### src/rtl/hi_tag_modulator_pkg.sv
// Shared HF FPGA constants for the tag simulator and the reader-side blocks.
// Contents: subcarrier select codes, tag-sim minor mode codes and the
// subcarrier decode helper used by the tag modulator.
package hi_tag_modulator_pkg;

  localparam logic [1:0] FPGA_HF_READER_SUBCARRIER_848_KHZ = 2'b00;
  localparam logic [1:0] FPGA_HF_READER_SUBCARRIER_424_KHZ = 2'b01;
  localparam logic [1:0] FPGA_HF_READER_SUBCARRIER_212_KHZ = 2'b10;

  localparam logic [2:0] FPGA_HF_TAGSIM_MODE_LISTEN         = 3'b000;
  localparam logic [2:0] FPGA_HF_TAGSIM_MODE_MOD_OOK        = 3'b001;
  localparam logic [2:0] FPGA_HF_TAGSIM_MODE_MOD_BPSK       = 3'b010;
  localparam logic [2:0] FPGA_HF_TAGSIM_MODE_MOD_MANCHESTER = 3'b011;

  // Subcarrier level from ETU counter bits [5:3]. The subcarrier is high in
  // the first half of each of its periods, so every ETU starts on a period
  // boundary. The unused code 2'b11 falls back to 424 kHz.
  function automatic logic subcarrier(input logic [1:0] freq, input logic [2:0] cnt_hi);
    logic sc;
    case (freq)
      FPGA_HF_READER_SUBCARRIER_848_KHZ: sc = ~cnt_hi[0];
      FPGA_HF_READER_SUBCARRIER_212_KHZ: sc = ~cnt_hi[2];
      default:                           sc = ~cnt_hi[1];
    endcase
    return sc;
  endfunction

endpackage

### src/rtl/hf_hysteresis_detect.sv
// Reader field modulation detector with hysteresis.
// Ports:
//   ck_1356meg in  carrier clock, state updates on the falling edge
//   rst_n      in  asynchronous active-low reset
//   adc_d      in  8-bit ADC sample
//   state      out detector state: full-scale sets, zero clears, and a
//                  LOW_TIMEOUT-clock low run forces it back high
module hf_hysteresis_detect
  import hi_tag_modulator_pkg::*;
#(
  parameter int LOW_TIMEOUT = 4095
) (
  input  logic       ck_1356meg,
  input  logic       rst_n,
  input  logic [7:0] adc_d,
  output logic       state
);

  localparam int              CNT_W    = $clog2(LOW_TIMEOUT + 1);
  localparam logic [CNT_W-1:0] CNT_LAST = CNT_W'(LOW_TIMEOUT - 1);

  logic             state_r;
  logic [CNT_W-1:0] low_cnt_r;
  logic             timeout_s;

  // The clock that completes LOW_TIMEOUT clocks of low state forces it high.
  always_comb begin
    timeout_s = 1'b0;
    if (!state_r && (low_cnt_r == CNT_LAST)) begin
      timeout_s = 1'b1;
    end else begin
      timeout_s = 1'b0;
    end
  end

  // Detector state and low-run counter.
  always_ff @(negedge ck_1356meg or negedge rst_n) begin
    if (!rst_n) begin
      state_r   <= 1'b0;
      low_cnt_r <= {CNT_W{1'b0}};
    end else begin
      if (adc_d == 8'hFF) begin
        state_r <= 1'b1;
      end else if (timeout_s) begin
        state_r <= 1'b1;
      end else if (adc_d == 8'h00) begin
        state_r <= 1'b0;
      end else begin
        state_r <= state_r;
      end
      if (state_r || timeout_s) begin
        low_cnt_r <= {CNT_W{1'b0}};
      end else begin
        low_cnt_r <= low_cnt_r + 1'b1;
      end
    end
  end

  assign state = state_r;

endmodule

### src/rtl/hi_tag_modulator.sv
// HF tag simulator: load-modulates the antenna with an OOK, BPSK or
// Manchester subcarrier carrying bits received from the ARM over SSP, and
// returns the reader-field detector state over the same link.
// Ports:
//   ck_1356meg in  13.56 MHz carrier, all state changes on its falling edge
//   rst_n      in  asynchronous active-low reset
//   adc_d      in  ADC sample feeding the field detector
//   adc_clk    out carrier clock passed through to the ADC
//   ssp_dout   in  next transmit bit from the ARM
//   ssp_clk    out SSP bit clock, high in the first half of each ETU
//   ssp_frame  out high for the whole ETU in which bit_cnt is 0
//   ssp_din    out field detector state captured at each ETU boundary
//   pwr_*      out antenna drivers; only oe1/oe2/oe4 ever toggle
//   dbg        out registered modulation
//   subcarrier_frequency in subcarrier select
//   minor_mode in  operating mode
module hi_tag_modulator
  import hi_tag_modulator_pkg::*;
#(
  parameter int ETU_LOG2    = 7,
  parameter int LOW_TIMEOUT = 4095
) (
  input  logic       ck_1356meg,
  input  logic       rst_n,
  input  logic [7:0] adc_d,
  output logic       adc_clk,
  input  logic       ssp_dout,
  output logic       ssp_clk,
  output logic       ssp_frame,
  output logic       ssp_din,
  output logic       pwr_lo,
  output logic       pwr_hi,
  output logic       pwr_oe1,
  output logic       pwr_oe2,
  output logic       pwr_oe3,
  output logic       pwr_oe4,
  output logic       dbg,
  input  logic [1:0] subcarrier_frequency,
  input  logic [2:0] minor_mode
);

  localparam logic [ETU_LOG2-1:0] ETU_LAST = {ETU_LOG2{1'b1}};
  localparam logic [ETU_LOG2-1:0] ETU_HALF = {1'b1, {(ETU_LOG2-1){1'b0}}};

  logic [2:0]          mode_r;
  logic [ETU_LOG2-1:0] etu_cnt_r;
  logic [2:0]          bit_cnt_r;
  logic                next_bit_r;
  logic                tx_bit_r;
  logic                mod_r;
  logic                ssp_clk_r;
  logic                ssp_frame_r;
  logic                ssp_din_r;
  logic                hyst_state_s;

  logic                mode_change_s;
  logic                etu_wrap_s;
  logic                sc_s;
  logic                first_half_s;
  logic                mod_s;
  logic [ETU_LOG2-1:0] etu_next_s;
  logic [2:0]          bit_next_s;

  hf_hysteresis_detect #(
    .LOW_TIMEOUT (LOW_TIMEOUT)
  ) u_hyst (
    .ck_1356meg (ck_1356meg),
    .rst_n      (rst_n),
    .adc_d      (adc_d),
    .state      (hyst_state_s)
  );

  // Raw modulation and next counter values; a mode change restarts the ETU.
  always_comb begin
    mode_change_s = (minor_mode != mode_r);
    etu_wrap_s    = (etu_cnt_r == ETU_LAST);
    sc_s          = subcarrier(subcarrier_frequency, etu_cnt_r[5:3]);
    first_half_s  = ~etu_cnt_r[ETU_LOG2-1];
    mod_s         = 1'b0;
    case (mode_r)
      FPGA_HF_TAGSIM_MODE_MOD_OOK:        mod_s = tx_bit_r & sc_s;
      FPGA_HF_TAGSIM_MODE_MOD_BPSK:       mod_s = sc_s ^ tx_bit_r;
      FPGA_HF_TAGSIM_MODE_MOD_MANCHESTER: mod_s = sc_s & (tx_bit_r ? first_half_s : ~first_half_s);
      default:                            mod_s = 1'b0;
    endcase
    if (mode_change_s) begin
      etu_next_s = {ETU_LOG2{1'b0}};
      bit_next_s = 3'd0;
    end else begin
      etu_next_s = etu_cnt_r + 1'b1;
      bit_next_s = etu_wrap_s ? (bit_cnt_r + 3'd1) : bit_cnt_r;
    end
  end

  // Counters, transmit bit pipeline and registered outputs. SSP clock/frame
  // are decoded from the next counter values so they line up with etu_cnt.
  always_ff @(negedge ck_1356meg or negedge rst_n) begin
    if (!rst_n) begin
      mode_r      <= FPGA_HF_TAGSIM_MODE_LISTEN;
      etu_cnt_r   <= {ETU_LOG2{1'b0}};
      bit_cnt_r   <= 3'd0;
      next_bit_r  <= 1'b0;
      tx_bit_r    <= 1'b0;
      mod_r       <= 1'b0;
      ssp_clk_r   <= 1'b0;
      ssp_frame_r <= 1'b0;
      ssp_din_r   <= 1'b0;
    end else begin
      mode_r      <= minor_mode;
      etu_cnt_r   <= etu_next_s;
      bit_cnt_r   <= bit_next_s;
      ssp_clk_r   <= ~etu_next_s[ETU_LOG2-1];
      ssp_frame_r <= (bit_next_s == 3'd0);
      if (mode_change_s) begin
        // Restart wins over a coinciding ETU boundary: nothing is loaded.
        next_bit_r <= 1'b0;
        tx_bit_r   <= 1'b0;
        mod_r      <= 1'b0;
        ssp_din_r  <= ssp_din_r;
      end else begin
        mod_r <= mod_s;
        if (etu_cnt_r == ETU_HALF) begin
          next_bit_r <= ssp_dout;
        end else begin
          next_bit_r <= next_bit_r;
        end
        if (etu_wrap_s) begin
          tx_bit_r  <= next_bit_r;
          ssp_din_r <= hyst_state_s;
        end else begin
          tx_bit_r  <= tx_bit_r;
          ssp_din_r <= ssp_din_r;
        end
      end
    end
  end

  assign adc_clk   = ck_1356meg;
  assign ssp_clk   = ssp_clk_r;
  assign ssp_frame = ssp_frame_r;
  assign ssp_din   = ssp_din_r;
  assign pwr_oe1   = mod_r;
  assign pwr_oe2   = mod_r;
  assign pwr_oe4   = mod_r;
  assign dbg       = mod_r;
  assign pwr_hi    = 1'b0;
  assign pwr_lo    = 1'b0;
  assign pwr_oe3   = 1'b0;

endmodule
### config.mk
export PLATFORM = sky130hd
export DESIGN_NAME = hi_tag_modulator
export DESIGN_NICKNAME = d
export VERILOG_FILES = /design/src/rtl/hi_tag_modulator_pkg.sv /design/src/rtl/hf_hysteresis_detect.sv /design/src/rtl/hi_tag_modulator.sv
export SDC_FILE = /design/constraint.sdc
export NUM_CORES = 1
export LEC_CHECK = 0
export ABC_AREA = 1
export CAP_MARGIN = 30
export CORE_MARGIN = 2
export CORE_UTILIZATION = 57
export CTS_CLUSTER_SIZE = 12
export DETAILED_ROUTE_END_ITERATION = 10
export GPL_ROUTABILITY_DRIVEN = 0
export PLACE_DENSITY = 0.84
export SETUP_SLACK_MARGIN = 0.2
export SKIP_LAST_GASP = 1
export SYNTH_ARGS = -nofsm -noshare
export SYNTH_HDL_FRONTEND = slang
export SYNTH_SLANG_ARGS = --single-unit
### constraint.sdc
create_clock -name ck_1356meg -period 2.9 [get_ports ck_1356meg]
set_input_delay 0.87 -clock ck_1356meg [delete_from_list [all_inputs] [get_ports ck_1356meg]]
set_output_delay 0.87 -clock ck_1356meg [all_outputs]
set_load 0.02 [all_outputs]
# == Yosys cells after proc, flatten, opt, wreduce, memory -nomap -nowiden ==
# Cells that the tools add are included.
# word_totals
elab_cells,58
out_inout_bits,11
in_bits,16
latchBits,0
romBits,0
mem_count,0
regBits,32
ramBits,0
# op_classes
mul,0
eq_ne,9
n_shift,0
n_addsub,3
n_reduce_logical,10
n_div,0
n_mux,16
n_lt_le_gt_ge,0
bitwise,9
# op_table
operator,n
$eq A7 B7 Y1 const B,2
$add A12 B1 Y12 const B,1
$eq A12 B12 Y1 const B,1
$mux W12,1
$mux W1,10
$eq A8 B8 Y1 const B,1
$logic_not A8 Y1,1
$add A7 B1 Y7 const B,1
$mux W7,1
$eq A3 B2 Y1 const B,2
$mux W3,2
$not A1 Y1,6
$reduce_bool A2 Y1,2
$add A3 B1 Y3 const B,1
$eq A3 B1 Y1 const B,1
$logic_not A3 Y1,1
$ne A3 B3 Y1,1
$pmux W1 S3,1
$reduce_bool A3 Y1,1
$and A1 B1 Y1,2
$eq A2 B2 Y1 const B,1
$logic_not A2 Y1,1
$pmux W1 S2,1
$reduce_and A2 Y1,1
4 further kinds,4

# == Depth between registers and ports, before layout ==
# Gate-level depths: netlist of the first run.
# depth
word_depth,5
depth_mapped,10
mapped_depth_nobuf,10

# == Cells and area by module ==
# Synthesis of the first run repeated with hierarchy kept, for this count alone.
# unflattened
cells_unflattened,217
hier_area_um2,1789.2
# modules_own_cells
module,n_inst,area_per_inst_um2,cells_each,seq_area_each_um2
hi_tag_modulator,1,1046.0,118,475.5
hf_hysteresis_detect,1,743.2,99,325.3

==> summary.md, run 1 <==
| Metric | Value |
|---|---|
| RSZ-0062 raised after global routing | `true` |
| Finished Cell Area | `2270 sq um` |
| Vias in the first global route | `1423` |
| Share of the synthesized area in the top cell type | `45.5%` |
| First-pass GRT wire length | `5.98 mm` |
| Core area | `3000 sq um` |
| Most frequent cell after synthesis | `nand2_1` |
| Worst setup margin | `-0.470 ns` |
| Synth cell types | `31` |
| FF+latch count, synth | `32` |
| Syn_area_per_cell | `8.50 sq um` |
| I/O Buffers | `23` |
| Clock share of power | `35.1%` |
| Sw power | `0.356 mW` |
| Post-Syn Area | `1760 sq um` |
| WHS Path Cells | `1` |
| Top cells by count, synth | `nand2_1 (41), dfrtn_1 (32), inv_1 (28)` |
| WL/cell | `13.2 microns` |
| Peak per-stage delay on the critical path | `0.45 ns` |
| CP Data Required Time | `2.03 ns` |
| Flop pwr share | `46.3%` |
| WP data arrival | `2.50 ns` |
| Worst clock skew | `0.0156 ns` |
| Die area | `3550 sq um` |
| Die Ht | `59.6 microns` |
| Largest area contributor in the netlist | `dfrtn_1` |
| Num ports | `27` |
| Clk slew on worst S/H paths | `0.08 ns` |
| Max Cap Violations | `0` |
| Total track usage | `24.3%` |
| Main synth FF type | `dfrtn_1` |
| Buf/Inv on CP | `1` |
| DR vias | `1441` |
| Hpwl dp | `2.34 mm` |
| DRT antenna net count | `0` |
| CP max-delay cell | `dfrtn_1` |
| Critical path cell sequence | `buf_4` |
| Diode count | `0` |
| Post-Route WL | `3.67 mm` |
| Via density | `5.20` |
| Area growth syn-to-layout | `29.2%` |
| Starting Density | `58.6%` |
| Hold Fails Final Rpt | `0` |
| Seq/Total Area, Yosys | `45.5%` |
| Final setup viols | `7` |
| Asr flop ratio synth | `100%` |
| Setup CP Type | `flop to output port` |
| Status | `complete, but fails checks` |
| Final #Nets | `265` |
| Layout cells sized above 1 | `29.1%` |
| Number of synthesized flops with an enable pin | `0` |
| # DRC | `0` |
| Worst IR Drop VDD | `0.000480 V` |
| Pwr/cell area | `508 nW/um^2` |
| Synth Instances | `207` |
| Placement Rows | `20` |
| Top delay family on crit path | `flip-flops` |
| CP Depth | `1` |
| DR pass1 iterations | `5` |
| Fin. max-slew vios | `0` |
| Chip Width | `59.6 microns` |
| CP endpoint kind | `output port` |
| Yosys warning count | `0` |
| Largest cells by area after synthesis | `dfrtn_1 (46%), nand2_1 (8.7%), inv_1 (6.0%)` |
| Internal | `0.798 mW` |
| Failing checks | `setup timing` |
| Worst hold path type | `flop to flop` |
| Startpoint types | `flop` |
| Reg2Reg Depth | `10` |
| Hold_buf cts | `0` |
| Sw Share | `30.9%` |
| Placed Area | `2070 sq um` |
| Later-pin clock latency in the skew report | `0.46 ns` |
| GRT Residual Overflow | `0` |
| Largest net degree at the start of global routing | `33` |
| Leakage Power | `1.12 nW` |
| Total power | `1.15 mW` |
| Initial antenna violation count | `0` |
| Worst-path fanout max | `4` |
| Combinational share of power | `18.6%` |
| Number of DRC markers in iteration 0 | `53` |
| Clock tree from TritonCTS | `done` |
[cells in the final DEF, fill, tap and decap left out, types with 2 or more instances in the layout]
cell,instances
nand2_1,35
dfrtn_1,32
inv_1,25
nor2_1,22
nand3_1,11
buf_6,11
nand2_2,9
dlygate4sd2_1,9
clkbuf_4,8
a21oi_1,7
buf_4,7
nor2_2,5
nor3_1,5
ha_1,5
nand4_1,4
nor2_4,4
xor2_1,4
inv_2,4
nor3_2,3
o21ai_2,3
conb_1,3
buf_8,3
o21ai_0,2
nand3_2,2
xnor2_4,2
nand2_4,2
o21ai_1,2
clkbuf_8,2
clkdlybuf4s50_1,2
[worst paths after layout]
| kind | to | startpoint | slack, ns |
|---|---|---|---|
| worst max-delay path | dbg | dbg | -0.47 |
| worst min-delay path | etu_cnt_r[0] | etu_cnt_r[0] | 0.42 |
| worst max register to register | bit_cnt_r[0] | etu_cnt_r[0] | 1.36 |
| worst min register to register | etu_cnt_r[0] | etu_cnt_r[0] | 0.42 |
| max in group asynchronous | u_hyst.low_cnt_r[10] | rst_n | 0.58 |
| min in group asynchronous | etu_cnt_r[5] | rst_n | 2.11 |
[through the flow]
stage | hold WS, ns | utilization [%] | cells | setup WS [ns] | TNS, ns
after floorplan | 0.379 | - | 209 | -0.130 | -0.911
after global placement | 0.401 | 68.9 | 261 | -0.733 | -14.64
after detailed placement | 0.412 | 68.9 | 261 | -0.821 | -15.67
after CTS | 0.415 | 72.7 | 273 | -0.483 | -3.23
after global routing | 0.424 | 75.7 | 277 | -0.523 | -3.46
final | 0.417 | 75.7 | 277 | -0.470 | -3.12
[per-layer routing]
layer | vias up | part of all wire, % | GRT usage [%]
li1 | 717 | - | -
met1 | 664 | 40 | 26.4
met2 | 50 | 52 | 39.4
met3 | 10 | 5.2 | 8.95
met4 | 0 | 2.8 | 16.5
met5 | - | 0 | 0
[power groups by stage]
| stage | clock [mW] | sequential (mW) | combinational, mW |
|---|---|---|---|
| after floorplan | 0.0403 | 0.534 | 0.144 |
| after global placement | 0.0463 | 0.540 | 0.196 |
| after detailed placement | 0.0463 | 0.542 | 0.203 |
| after CTS | 0.412 | 0.534 | 0.207 |
| after global routing | 0.439 | 0.540 | 0.242 |
| final | 0.405 | 0.534 | 0.215 |
[area by class of cell]
cell class	count	area, sq um
Tap cell	33	41.3
Sequential cell	32	801
Multi-Input combinational cell	139	888
Clock buffer	11	98.8
Timing Repair Buffer	33	334
Inverter	29	109
Fill cell	206	731
[state kept, by name, summed over array words and instances (netlist names)]
register,flops
bit_cnt_r,3
etu_cnt_r,7
mode_r,3
u_hyst.state,1
ssp_frame,1
dbg,1
ssp_clk,1
tx_bit_r,1
ssp_din,1
next_bit_r,1
u_hyst.low_cnt_r,12
[cells by family (layout without fill, tap and decap cells)]
group                    after synthesis  after routing  synth area share (%)
AND/OR/NAND/NOR                      107            107                  30.3
AO/OA/AOI/OAI                         16             16                  4.91
buffers and inverters                 38             73                  10.2
XOR/XNOR                               8              8                  5.26
other                                  1              3                 0.213
adder cells (fa/ha/maj)                5              5                  3.56
flip-flops                            32             32                  45.5
[timing repair]
| action | in CTS | in global routing |
|---|---|---|
| setup endpoints to repair | 25 | 18 |
| resized for setup | 80 | 20 |
| pin swaps | 13 | 9 |
| setup buffers | 2 | 4 |
Note: power is estimated with default switching activity, not from simulation.
==> inputs of run 2 (changes only) <==
Settings changed: CORE_UTILIZATION 57 to 56, DONT_BUFFER_PORTS from default to 1, GPL_TIMING_DRIVEN from default to 0, PLACE_DENSITY 0.84 to 0.74.
Clock period 2.9 ns to 2.8 ns, I/O delays scaled along.
==> summary.md, run 2 (synthesized netlist as in run 1, its figures left out) <==
| Metric | Value |
|---|---|
| Worst setup margin | `-0.637 ns (was -0.470 ns)` |
| Worst clock skew | `0.00714 ns (was 0.0156 ns)` |
| DR vias | `1320 (was 1441)` |
| Starting Density | `58.1% (was 58.6%)` |
| Combinational share of power | `15.9% (was 18.6%)` |
| WP data arrival | `2.60 ns (was 2.50 ns)` |
| Clk slew on worst S/H paths | `0.07 ns (was 0.08 ns)` |
| WL/cell | `12.1 microns (was 13.2 microns)` |
| Fill cell count | `252 (was 206)` |
| Worst hold path type | `flop to flop (unchanged)` |
| Worst-path fanout max | `4 (unchanged)` |
| GRT Residual Overflow | `0 (unchanged)` |
| Most frequent cells in the layout | `nand2_1 (39), dfrtn_1 (32), inv_1 (27) (was nand2_1 (35), dfrtn_1 (32), inv_1 (25))` |
| Placement Rows | `20 (unchanged)` |
| Die Ht | `60.1 microns (was 59.6 microns)` |
| DRT antenna net count | `0 (unchanged)` |
| RR Endpoint | `ssp_frame (was bit_cnt_r[0])` |
| Buf/Inv on CP | `1 (unchanged)` |
| Largest regs | `u_hyst.low_cnt_r: 12 flops, etu_cnt_r: 7 flops (unchanged)` |
| Diode count | `0 (unchanged)` |
| DR pass1 iterations | `5 (unchanged)` |
| RSZ-0062 raised after global routing | `true (unchanged)` |
| Leakage Power | `0.982 nW (was 1.12 nW)` |
| Internal | `0.797 mW (was 0.798 mW)` |
| Hold_buf cts | `0 (unchanged)` |
| Peak per-stage delay on the critical path | `0.56 ns (was 0.45 ns)` |
| Number of DRC markers in iteration 0 | `52 (was 53)` |
| Most common cell after layout, fill and taps aside | `nand2_1 (unchanged)` |
| Critical path cell sequence | `buf_4 (unchanged)` |
| Hold Fails Final Rpt | `0 (unchanged)` |
| Startpoint types | `flop (unchanged)` |
| Largest net degree at the start of global routing | `33 (unchanged)` |
| Chip Width | `60.1 microns (was 59.6 microns)` |
| Sw Share | `29.9% (was 30.9%)` |
| Core area | `3030 sq um (was 3000 sq um)` |
| Top reg by flops | `u_hyst.low_cnt_r (unchanged)` |
| Failing checks | `setup timing (unchanged)` |
| Num ports | `27 (unchanged)` |
| Reg2Reg Depth | `8 (was 10)` |
| Final #Nets | `242 (was 265)` |
| Total track usage | `22.1% (was 24.3%)` |
| I/O Buffers | `0 (was 23)` |
| Worst r2r src | `etu_cnt_r[0] (unchanged)` |
| Layout cells sized above 1 | `20.7% (was 29.1%)` |
| Clock share of power | `35.5% (was 35.1%)` |
| Die area | `3610 sq um (was 3550 sq um)` |
| Initial antenna violation count | `0 (unchanged)` |
| Final setup viols | `7 (unchanged)` |
| Max Cap Violations | `0 (unchanged)` |
| Post-Route WL | `3.21 mm (was 3.67 mm)` |
| CP Data Required Time | `1.96 ns (was 2.03 ns)` |
| Largest register FFs | `12 (unchanged)` |
| Worst setup startpoint | `dbg (unchanged)` |
| Top delay family on crit path | `flip-flops (unchanged)` |
| CP max-delay cell | `dfrtn_1 (unchanged)` |
| Via density | `4.96 (was 5.20)` |
| # DRC | `0 (unchanged)` |
| Later-pin clock latency in the skew report | `0.44 ns (was 0.46 ns)` |
| Flop pwr share | `48.6% (was 46.3%)` |
| Final setup TNS | `-3.52 ns (was -3.12 ns)` |
| CP endpoint kind | `output port (unchanged)` |
| Clock tree from TritonCTS | `done (unchanged)` |
| Hpwl dp | `2.32 mm (was 2.34 mm)` |
| Pwr/cell area | `572 nW/um^2 (was 508 nW/um^2)` |
| Vias in the first global route | `1352 (was 1423)` |
| First-pass GRT wire length | `5.54 mm (was 5.98 mm)` |
| Setup CP Type | `flop to output port (unchanged)` |
| Fin. max-slew vios | `0 (unchanged)` |
| CP endpoint | `pwr_oe1 (was dbg)` |
| Final Util | `65.7% (was 75.7%)` |
| Sw power | `0.341 mW (was 0.356 mW)` |
| Status | `complete, but fails checks (unchanged)` |
| Setup slack, reg-to-reg | `1.30 ns (was 1.36 ns)` |
| CP Depth | `1 (unchanged)` |
| Area growth syn-to-layout | `13.1% (was 29.2%)` |
| Worst IR Drop VDD | `0.000482 V (was 0.000480 V)` |
-- run 2: changes by cell type in the layout (fill, tap and decap cells not counted), sizes merged --
cell,change
buf,-10
clkbuf,-1
clkdlybuf4s50,-2
dlygate4sd2,-9
-- run 2: how the worst min path moves through the flow --
stage / startpoint / end / slack, ns / depth (start not counted)
global placement: etu_cnt_r[0] / etu_cnt_r[0] / 0.40 / 1
CTS: etu_cnt_r[0] / etu_cnt_r[0] / 0.42 / 1
floorplan: etu_cnt_r[0] / etu_cnt_r[0] / 0.38 / 1
detailed placement: etu_cnt_r[0] / etu_cnt_r[0] / 0.42 / 1
global route: u_hyst.low_cnt_r[0] / u_hyst.low_cnt_r[0] / 0.45 / 1
finish: u_hyst.low_cnt_r[0] / u_hyst.low_cnt_r[0] / 0.41 / 1
-- run 2: cell type report --
class                   instances  area (sq um)  area share, %
multi-input cells             139           850           42.7
flip-flops and latches         32           801           40.3
inverters                      29           109           5.47
clock buffers                  11          85.1           4.28
plain buffers                   9          75.1           3.77
well taps                      44          55.1           2.77
repair buffers                  2          15.0          0.755
-- run 2: metrics by stage --
step / power [mW] / cells / setup WS (ns) / hold slack (ns) / cell area, sq um
4_1_cts: 1.14 / 264 / -0.657 / 0.417 / 1970
2_1_floorplan: 0.744 / 209 / -0.150 / 0.379 / 1820
3_3_place_gp: 0.767 / 253 / -0.244 / 0.398 / 1870
3_5_place_dp: 0.780 / 253 / -0.273 / 0.415 / 1870
5_1_grt: 1.21 / 266 / -0.713 / 0.451 / 1990
6_report: 1.14 / 266 / -0.637 / 0.412 / 1990
-- run 2: what timing repair did --
action / in CTS / in global routing
resized for setup: 2 / 4
pin swaps: 0 / 1
buffers inserted: 0 / 2
setup endpoints to repair: 9 / 10
-- run 2: power by group through the flow --
stage          Combinational (mW)  Clock, mW  Sequential, mW
3_5_place_dp                0.177     0.0417           0.562
5_1_grt                     0.208      0.445           0.560
4_1_cts                     0.179      0.404           0.554
6_report                    0.180      0.404           0.553
3_3_place_gp                0.167     0.0417           0.558
2_1_floorplan               0.149     0.0417           0.553
-- run 2: per-layer routing --
layer	part of all wire, %	routed length (microns)	GRT usage (%)
met1	39	1270	22.8
met2	53	1710	37.7
met3	4.9	156	8.01
met4	2.6	82	13.7
met5	0	0	0
==> inputs of run 3 (changes only) <==
Settings changed: CORE_MARGIN 2 to 1.
==> summary.md, run 3 (synthesized netlist as in run 1, its figures left out) <==
| Metric | Value |
|---|---|
| Startpoint types | `flop (unchanged)` |
| GRT Residual Overflow | `0 (unchanged)` |
| Pwr/cell area | `612 nW/um^2 (was 572 nW/um^2)` |
| Final setup viols | `7 (unchanged)` |
| Die area | `3370 sq um (was 3610 sq um)` |
| CP endpoint | `pwr_oe1 (unchanged)` |
| Hold slack | `0.398 ns (was 0.412 ns)` |
| Worst r2r src | `etu_cnt_r[0] (unchanged)` |
| Total power | `1.24 mW (was 1.14 mW)` |
| RR Endpoint | `ssp_frame (unchanged)` |
| CP endpoint kind | `output port (unchanged)` |
| Setup slack, reg-to-reg | `1.32 ns (was 1.30 ns)` |
| Core area | `2880 sq um (was 3030 sq um)` |
| Initial antenna violation count | `0 (unchanged)` |
| Total track usage | `21.8% (was 22.1%)` |
| Critical path cell sequence | `buf_4 (unchanged)` |
| Worst setup margin | `-0.636 ns (was -0.637 ns)` |
| WL/cell | `11.6 microns (was 12.1 microns)` |
| Top delay family on crit path | `flip-flops (unchanged)` |
| GR Util met3 | `7.81% (was 8.01%)` |
| Buf/Inv on CP | `1 (unchanged)` |
| Area growth syn-to-layout | `15.3% (was 13.1%)` |
| Placed cell count | `251 (was 253)` |
| Worst-path fanout max | `4 (unchanged)` |
| Chip Width | `58.1 microns (was 60.1 microns)` |
| Largest register FFs | `12 (unchanged)` |
| Worst hold path type | `flop to flop (unchanged)` |
| Post-Route WL | `3.07 mm (was 3.21 mm)` |
| Final Util | `70.5% (was 65.7%)` |
| Post-route insts no fill | `264 (was 266)` |
| Leakage Power | `1.00 nW (was 0.982 nW)` |
| Starting Density | `61.2% (was 58.1%)` |
| CP Depth | `1 (unchanged)` |
| Via density | `5.08 (was 4.96)` |
| Vias in the first global route | `1331 (was 1352)` |
| Diode count | `0 (unchanged)` |
| Status | `complete, but fails checks (unchanged)` |
| Clk slew on worst S/H paths | `0.07 ns (about the same)` |
| Num ports | `27 (unchanged)` |
| Placement Rows | `19 (was 20)` |
| Worst setup startpoint | `dbg (unchanged)` |
| GRT met1 Usage | `22.9% (was 22.8%)` |
| Max Cap Violations | `0 (unchanged)` |
| Final #Nets | `242 (unchanged)` |
| Reg2Reg Depth | `8 (unchanged)` |
| Layout cells sized above 1 | `23.0% (was 20.7%)` |
| Hold path startpoint | `etu_cnt_r[0] (was u_hyst.low_cnt_r[0])` |
| Worst clock skew | `0.00506 ns (was 0.00714 ns)` |
| Peak per-stage delay on the critical path | `0.56 ns (about the same)` |
| DR vias | `1340 (was 1320)` |
| Clock tree from TritonCTS | `done (unchanged)` |
| Failing checks | `setup timing (unchanged)` |
| Hold Fails Final Rpt | `0 (unchanged)` |
| Die Ht | `58.1 microns (was 60.1 microns)` |
| WP data arrival | `2.60 ns (about the same)` |
| GRT Max-Usage Layer | `met2 (unchanged)` |
| DR pass1 iterations | `6 (was 5)` |
| Worst IR Drop VDD | `0.000399 V (was 0.000482 V)` |
| Met2 usage | `36.3% (was 37.7%)` |
| RSZ-0062 raised after global routing | `true (unchanged)` |
| DRT antenna net count | `0 (unchanged)` |
| Most frequent cells in the layout | `nand2_1 (37), dfrtn_1 (32), inv_1 (27) (was nand2_1 (39), dfrtn_1 (32), inv_1 (27))` |
| Final setup TNS | `-3.53 ns (was -3.52 ns)` |
| Largest regs | `u_hyst.low_cnt_r: 12 flops, etu_cnt_r: 7 flops (unchanged)` |
| Later-pin clock latency in the skew report | `0.44 ns (about the same)` |
| Most common cell after layout, fill and taps aside | `nand2_1 (unchanged)` |
| # DRC | `0 (unchanged)` |
| CP max-delay cell | `dfrtn_1 (unchanged)` |
| CP Data Required Time | `1.96 ns (about the same)` |
| I/O Buffers | `0 (unchanged)` |
| Setup CP Type | `flop to output port (unchanged)` |
| Top reg by flops | `u_hyst.low_cnt_r (unchanged)` |
| Largest net degree at the start of global routing | `33 (unchanged)` |
| Hpwl dp | `2.30 mm (was 2.32 mm)` |
| Number of DRC markers in iteration 0 | `41 (was 52)` |
| Fin. max-slew vios | `0 (unchanged)` |
| First-pass GRT wire length | `5.33 mm (was 5.54 mm)` |
==> run 3: cell types whose count changed in the layout (fill, tap and decap cells not counted), sizes merged <==
cell / change
bufinv: +1
clkbuf: -1
==> run 3: repair_timing <==
item	CTS	global route
setup buffers	0	2
gates cloned	0	0
pin swaps	1	5
setup endpoints to repair	10	11
resized for setup	2	6
endpoints found under the hold margin	0	0
hold buffers	0	0
==> run 3: stage by stage <==
| step | instance area (sq um) | setup WS (ns) |
|---|---|---|
| after CTS | 2000 | -0.663 |
| after floorplan | 1820 | -0.150 |
| after detailed placement | 1870 | -0.282 |
| after global routing | 2030 | -0.701 |
| final | 2030 | -0.636 |
| after global placement | 1870 | -0.264 |
==> run 3: how the worst min path moves through the flow <==
stage,endpoint,slack [ns],cells after the start
after global routing,etu_cnt_r[0],0.44,1
final,etu_cnt_r[0],0.40,1
after global placement,etu_cnt_r[0],0.39,1
after floorplan,etu_cnt_r[0],0.38,1
after detailed placement,etu_cnt_r[0],0.40,1
after CTS,etu_cnt_r[0],0.40,1
==> run 3: cell type report <==
type / instances / area, sq um
clock inverters: 1 / 30.0
multi-input cells: 139 / 858
inverters: 29 / 109
plain buffers: 9 / 75.1
fillers: 218 / 848
well taps: 42 / 52.6
flip-flops and latches: 32 / 801
clock buffers: 10 / 87.6
repair buffers: 2 / 15.0
==> run 3: where the power goes <==
group          internal, mW  leakage [nW]  switching, mW  total [mW]
clock network         0.313        0.0716          0.194       0.507
logic                0.0773         0.509          0.104       0.182
registers             0.511         0.421         0.0424       0.553
total                 0.901          1.00          0.341        1.24
==> run 3: layer usage <==
layer  part of all wire [%]  vias up
met5                      0        -
met4                    2.9        0
met3                    4.3        8
met2                     51       30
met1                     42      627
li1                       -      675
